--- src/rtl/cod_pkg.sv ---
// Shared constants and FSM state type for the 16-to-4 event encoder.
package cod_pkg;

    localparam int N_LINHAS = 16;
    localparam int W_COD    = 4;

    typedef enum logic {
        OCIOSO = 1'b0,
        SAIDA  = 1'b1
    } estado_t;

endpackage

--- src/rtl/prio_16_4.sv ---
// Combinational priority selector: highest set bit wins, code = 15 - index.
module prio_16_4
    import cod_pkg::*;
(
    input  logic [N_LINHAS-1:0] cand,
    output logic [W_COD-1:0]    code,
    output logic                any
);

    // Ascending scan so the highest index is the last one written.
    always_comb begin
        code = '0;
        for (int i = 0; i < N_LINHAS; i++) begin
            if (cand[i]) begin
                code = W_COD'(N_LINHAS - 1 - i);
            end
        end
    end

    assign any = |cand;

endmodule

--- src/rtl/cod_16_4.sv ---
// Sequential 16-to-4 event encoder with pending capture and valid/ack output.
module cod_16_4
    import cod_pkg::*;
(
    input  logic                clk,
    input  logic                rst,
    input  logic [N_LINHAS-1:0] E,
    input  logic                ack,
    output logic [W_COD-1:0]    S,
    output logic                valid,
    output logic [N_LINHAS-1:0] pend,
    output logic                perda
);

    estado_t               estado;
    logic [N_LINHAS-1:0]   e_ant;
    logic [N_LINHAS-1:0]   edges;
    logic [N_LINHAS-1:0]   cand;
    logic [N_LINHAS-1:0]   sel_mask;
    logic [W_COD-1:0]      sel_code;
    logic                  any;

    assign edges    = E & ~e_ant;
    assign cand     = pend | edges;
    assign sel_mask = 16'h8000 >> sel_code;

    prio_16_4 u_prio (
        .cand (cand),
        .code (sel_code),
        .any  (any)
    );

    always_ff @(posedge clk) begin
        if (rst) begin
            estado <= OCIOSO;
            e_ant  <= '0;
            pend   <= '0;
            S      <= '0;
            valid  <= 1'b0;
            perda  <= 1'b0;
        end else begin
            e_ant <= E;
            // A second edge on an already pending line is dropped.
            perda <= perda | (|(edges & pend));
            unique case (estado)
                OCIOSO: begin
                    if (any) begin
                        S      <= sel_code;
                        valid  <= 1'b1;
                        pend   <= cand & ~sel_mask;
                        estado <= SAIDA;
                    end else begin
                        pend <= cand;
                    end
                end
                SAIDA: begin
                    if (!ack) begin
                        pend <= cand;
                    end else if (any) begin
                        S    <= sel_code;
                        pend <= cand & ~sel_mask;
                    end else begin
                        valid  <= 1'b0;
                        pend   <= '0;
                        estado <= OCIOSO;
                    end
                end
            endcase
        end
    end

endmodule

--- config.mk ---
export PLATFORM = sky130hd
export DESIGN_NAME = cod_16_4
export DESIGN_NICKNAME = d
export VERILOG_FILES = /design/src/rtl/cod_pkg.sv /design/src/rtl/prio_16_4.sv /design/src/rtl/cod_16_4.sv
export SDC_FILE = /design/constraint.sdc
export NUM_CORES = 1
export LEC_CHECK = 0
export CORE_ASPECT_RATIO = 0.9
export CORE_MARGIN = 4
export CORE_UTILIZATION = 50
export DETAILED_ROUTE_END_ITERATION = 8
export MAX_ROUTING_LAYER = met4
export PLACE_DENSITY = 0.89
export SLEW_MARGIN = 20
export SYNTH_ARGS = -nofsm -noshare
export SYNTH_HDL_FRONTEND = slang
export SYNTH_HIERARCHICAL = 1
export SYNTH_SLANG_ARGS = --single-unit
export TNS_END_PERCENT = 10
--- constraint.sdc ---
create_clock -name clk -period 2.95 [get_ports clk]
set_input_delay 0.59 -clock clk [delete_from_list [all_inputs] [get_ports clk]]
set_output_delay 0.59 -clock clk [all_outputs]
set_load 0.05 [all_outputs]
# Word-level counts from Yosys, hierarchy flattened

Cells that the tools add are included.

Equality and inequality tests: 3
Multiplexer cells: 30
Reductions and logical operators: 3
Shift operators: 1
Bitwise logic cells: 8

Operators by type and width:

| kind                                                | count |
|---|---|
| 2-to-1 mux 4 bit                                    | 18 |
| AND 16 bit                                          | 3 |
| 2-to-1 mux 16 bit                                   | 3 |
| inverter 16 bit                                     | 2 |
| one-hot mux 16 bit (2 select lines)                 | 1 |
| OR reduction 16 bit                                 | 2 |
| bitwise OR 16 bit                                   | 1 |
| right shift 16 x 4 -> 16 bit (first input constant) | 1 |
| one-hot mux 4 bit (2 select lines)                  | 1 |
| inequality test 2 bit (second input constant)       | 3 |
| 2-to-1 mux 1 bit                                    | 5 |
| one-hot mux 1 bit (2 select lines)                  | 2 |
| AND reduction 3 bit                                 | 1 |
| inverter 1 bit                                      | 1 |
| bitwise OR 1 bit                                    | 1 |

Word-level logic and storage cells: 51
Register bits: 39
Input bits: 19
Output and inout bits: 22

# Depth between registers and ports, before layout

Word-level depth: 25
Mapped depth: 12
Depth with buffers taken out: 11

# Modules after synthesis

The synthesis kept the hierarchy.

By module, submodules not included:

| module    | seq. area each (um^2) | instances | cells each | area an instance (um^2) |
|---|---|---|---|---|
| cod_16_4  | 780.7                 | 1         | 206        | 1786.7 |
| prio_16_4 | 0.0                   | 1         | 34         | 176.4 |

# Worst setup path after synthesis

Ideal clock, no wire load.

Kind: input to register
Start: input E[11]
End: register pend[10]
Setup time: 0.073 ns
Required time: 2.877 ns
Path buffers: 1
Slack: 0.581 ns
Data arrival time: 2.296 ns
Stages on the path: 10
Path through: a21oi_1 > inv_1 > nor4_2 > nand3_1 > or3_1 > nor2b_2 > a21oi_2 > buf_6 > a21oi_1 > nor3_2

Elaborated cells between the ends (all ways): 15
Classes of those cells: 1 x shift; 9 x mux; 4 x bitwise; 1 x reduce/logical

RTL lines:

| what                                    | RTL line        | text |
|---|---|---|
| start, declared                         | cod_16_4.sv:7   | `input logic [N_LINHAS-1:0] E,` |
| AND 16 bit (*)                          | cod_16_4.sv:23  | `assign edges = E & ~e_ant;` |
| bitwise OR 16 bit (*)                   | cod_16_4.sv:24  | `assign cand = pend \| edges;` |
| named net cand[11]                      | cod_16_4.sv:18  | `logic [N_LINHAS-1:0] cand;` |
| OR reduction 16 bit (*)                 | prio_16_4.sv:20 | `assign any = \|cand;` |
| named net any                           | cod_16_4.sv:21  | `logic any;` |
| 2-to-1 mux 16 bit                       | cod_16_4.sv:59  | `end else if (any) begin` |
| 2-to-1 mux 16 bit                       | cod_16_4.sv:57  | `if (!ack) begin` |
| one-hot mux 16 bit (2 select lines) (*) | cod_16_4.sv:45  | `unique case (estado)` |
| end signal, assigned                    | cod_16_4.sv:50  | `pend <= cand & ~sel_mask;` |
| end signal, assigned                    | cod_16_4.sv:58  | `pend <= cand;` |
| end signal, assigned                    | cod_16_4.sv:61  | `pend <= cand & ~sel_mask;` |
| end, declared                           | cod_16_4.sv:11  | `output logic [N_LINHAS-1:0] pend,` |

Mark *: on every way through the listed nets, which the timed path passes. The rest lies on a longest branch.
A chain may end at the register's enable or synchronous reset.

# Final worst setup path

Start: input E[11]
End: register pend[3]

The elaborated chain is that of the path after synthesis.

==> results by group <==
Outcome
  • Status: finished, final reports clean

Place
  • Count of buffers from port buffering: 40
  • Gp weighted congestion: 0.9776
  • Placed Cells: 325
  • Hpwl dp: 3.116 mm

Route
  • Remaining antenna violation count: 0
  • DR WL/cell: 12.78 um
  • DRT Wirelength: 4.255 mm
  • Vias: between 1500 and 2000
  • DRT iter0 DRCs: 115
  • Residual DRC count: 0
  • Via density per instance: 5.231
  • TritonRoute pass-1 iters: 4

Pwr
  • Gate power share: 26.2%
  • Internal: just over 0.0009 W
  • Sw Ratio: 31.32%
  • Reg power frac: about 44%
  • Total chip power: between 0.001 and 0.0015 W
  • Clock share of power: 29.6%
  • LEAKAGE: approximately 0.99 nW
  • PD cells: 532.4 mW/mm2
  • NetSw: 0.0004148 W
  • VDD IR max: approximately 340 uV

Floorplanning
  • I/O Pins: 41
  • Num rows: 21
  • Core area: 0.003757 mm2
  • Die Y: 67.45 um
  • Die W: 74.05 um
  • Initial Utilization: a little over half
  • Full die area: roughly 0.005 mm2

Setup path
  • Worst R2R End: pend[3]$_SDFF_PP0_
  • WP data required: ~3.2 ns
  • Worst path slowest cell: clkdlybuf4s50_1
  • Crit-path most repeated cell: a21oi_1
  • Worst-path maximum fanout: 9
  • Cells along the critical path: clkdlybuf4s50_1 > a21oi_1 > inv_1 > nor4_2 > nand3_1 > or3_1 > nor2b_2 > a21oi_2 > buf_4 > a21oi_1 > nor3_1
  • R2R Path Start: e_ant[11]$_SDFF_PP0_
  • Crit end category: flop
  • Critical path arrival: 2.94 ns
  • Crit start category: primary input
  • R2r setup slk: 0.62 ns
  • Reg2reg path depth: 11
  • Setup Crit Path Kind: primary input to flop
  • Peak per-stage delay on the critical path: 0.44 ns

Finish
  • Storage element area: 780.7 um2
  • N_diodes: 0
  • Final cell count without fillers: 333
  • Layout area overhead: 26.71%
  • Filler cell count: 325
  • Share of layout cells above drive strength 1: 12.89%
  • Multi-input gate area: 960.9 um2
  • Fin nets: 305

Yosys
  • Post-Syn Area: 0.001963 mm2
  • Post-synth EDFFs: 0
  • Largest family of logic cells by synthesized area: simple AND/OR/NAND/NOR gates
  • Simple logic cell fraction of the synthesized area: between 30 and 40%
  • Asr flop ratio synth: 0%
  • Compound-Gate Fraction of Synth Area: 14.15%
  • Synth Area in XOR/XNOR: 0%
  • Yosys warning count: 6
  • FF+latch count, synth: 39
  • Multiplexer share of the synthesized area: 2.040%
  • Netlist cell types: 35
  • Avg Synthesized Cell Area: 8.180 um2
  • Mapped Cells: 240
  • Post-Syn Nets: 259
  • Seq/Total Area, Yosys: between 30% and 40%
  • Synth Area in Adders: 0%
  • Prevailing post-synth register cell: dfxtp_1

GRT
  • First-pass GRT wire length: approximately 7.3 mm
  • GRT Total Usage: between 10% and 20%
  • Grt peak-use layer: met2
  • Met1 usage: 25.82%
  • Met3 usage: 5.804%
  • Vias in the first global route: 1660
  • Largest net degree at the start of global routing: 40
  • Total gr overflow: 0
  • Initial antenna violation count: 0
  • Global-route track usage on met2: 29.54%

Run
  • Max-cap viol count: 0

Timing
  • Fmax: 365.3 MHz
  • Measured slew at the worst slew-check pin: 0.5078 ns
  • Max Transition Viols Final: 0
  • Slew margin rel.: 66.04%
  • Final Critical Period: roughly 2.7 ns
  • Final Hold Vio Count: 0
  • Clk_skew: 0.003964 ns
  • Period utilization: 92.80%
  • # setup viols final: 0
  • Setup repair after global routing missed its margin: false
  • Fin Setup TNS: 0 ns

Clock tree
  • Reg clk slew, reported paths: ~0.070 ns
  • CTS tree: done
  • Post-CTS Setup Bufs: 0
  • Clk sinks: 39
  • CTS Buf Count: 5
  • Cells resized by post-CTS repair: 0
  • H-tree levels: 2
  • CTS root buf: clkbuf_8
  • Worst-Skew Late Latency: 0.29 ns
  • Longest Clk Path Bufs: 2
  • Hold Buf Count CTS: 0

Min path
  • Hold path start: S[2]$_SDFFE_PP0P_
  • Hold endpoint: S[2]$_SDFFE_PP0P_
  • Worst hold stages: 2
  • Hold WC Path Type: flop to flop
==> final cells by class <==
class,count,share of cell area [%]
Multi-Input combinational cell,158,38.63
Tap cell,46,2.314
Clock buffer,8,4.024
Sequential cell,39,31.39
Inverter,34,5.131
Timing Repair Buffer,48,18.51
==> worst max path at each step <==
stage | from | end | slack (ns) | cells past startpoint
global route | E[11] | pend[3]$_SDFF_PP0_ | 0.02 | 11
detailed placement | E[11] | pend[3]$_SDFF_PP0_ | -0.04 | 11
finish | E[11] | pend[3]$_SDFF_PP0_ | 0.21 | 11
floorplan | E[11] | pend[10]$_SDFF_PP0_ | 0.58 | 10
CTS | E[11] | pend[3]$_SDFF_PP0_ | 0.23 | 11
global placement | E[9] | pend[3]$_SDFF_PP0_ | 0.001 | 11
==> synthesized netlist by cell type, drive strengths merged (4+ instances only) <==
master	instances	area share, %
a21oi	34	9.4
and2b	4	1.8
clkbuf	6	3.2
dfxtp	39	40
inv	34	6.5
mux2i	4	2.0
nand2	15	2.9
nand3	9	2.3
nand3b	11	4.2
nor2	20	4.0
nor2b	22	7.1
nor3	17	6.9
==> kinds of logic (layout without fill, tap and decap cells) <==
| family | Yosys count | in the layout |
|---|---|---|
| buffers and inverters | 43 | 90 |
| flip-flops | 39 | 39 |
| AO/OA/AOI/OAI | 46 | 46 |
| multiplexers | 4 | 4 |
| AND/OR/NAND/NOR | 108 | 108 |
==> flip-flops by register name (all words and copies together), names as in the netlist <==
register  cells
S             4
e_ant        16
estado        1
pend         16
perda         1
valid         1
==> power groups by stage <==
stage          clock, W  sequential, W  combinational [W]
2_1_floorplan         0       0.000676           0.000154
3_3_place_gp          0       0.000596           0.000341
3_5_place_dp          0       0.000596           0.000344
4_1_cts        0.000398       0.000585           0.000346
5_1_grt        0.000427       0.000590           0.000376
6_report       0.000392       0.000585           0.000347
==> critical path, delay by kind of cell <==
family                 cells  cell delay (ns)
AND/OR/NAND/NOR            5             1.20
buffers and inverters      3             0.74
AO/OA/AOI/OAI              3             0.41
==> layout by cell type (no fill, tap or decap), types with 2 or more instances in the layout <==
master           instances
inv_1                   34
nand4_1                  3
a21oi_1                 30
buf_4                    8
nand3b_1                11
and2b_2                  4
nor4_1                   2
o22ai_1                  2
clkbuf_8                 7
nor3_2                  10
o21ai_0                  2
mux2i_1                  4
nor2_1                  19
nor3_1                   7
nand3_1                  9
a31oi_1                  3
nand2_1                 15
a21oi_2                  4
clkdlybuf4s50_1         40
nor2b_1                 21
dfxtp_1                 39
==> layer usage <==
layer	part of all wire, %	up-vias
met5	0	-
met4	0.96	0
met3	7.7	7
met2	44	62
met1	48	781
li1	-	892
==> per-stage QoR <==
step           util, %  hold slack [ns]  instance area, um2  worst slack (ns)
4_1_cts          66.20           0.5290                2487            0.2295
2_1_floorplan        -           0.4873                1963            0.5807
3_3_place_gp     63.54           0.4896                2387          0.001319
6_report         66.20           0.5181                2487            0.2123
5_1_grt          66.20           0.5598                2487           0.02438
3_5_place_dp     63.54           0.4997                2387          -0.03879
Note: power is estimated with default switching activity, not from simulation.
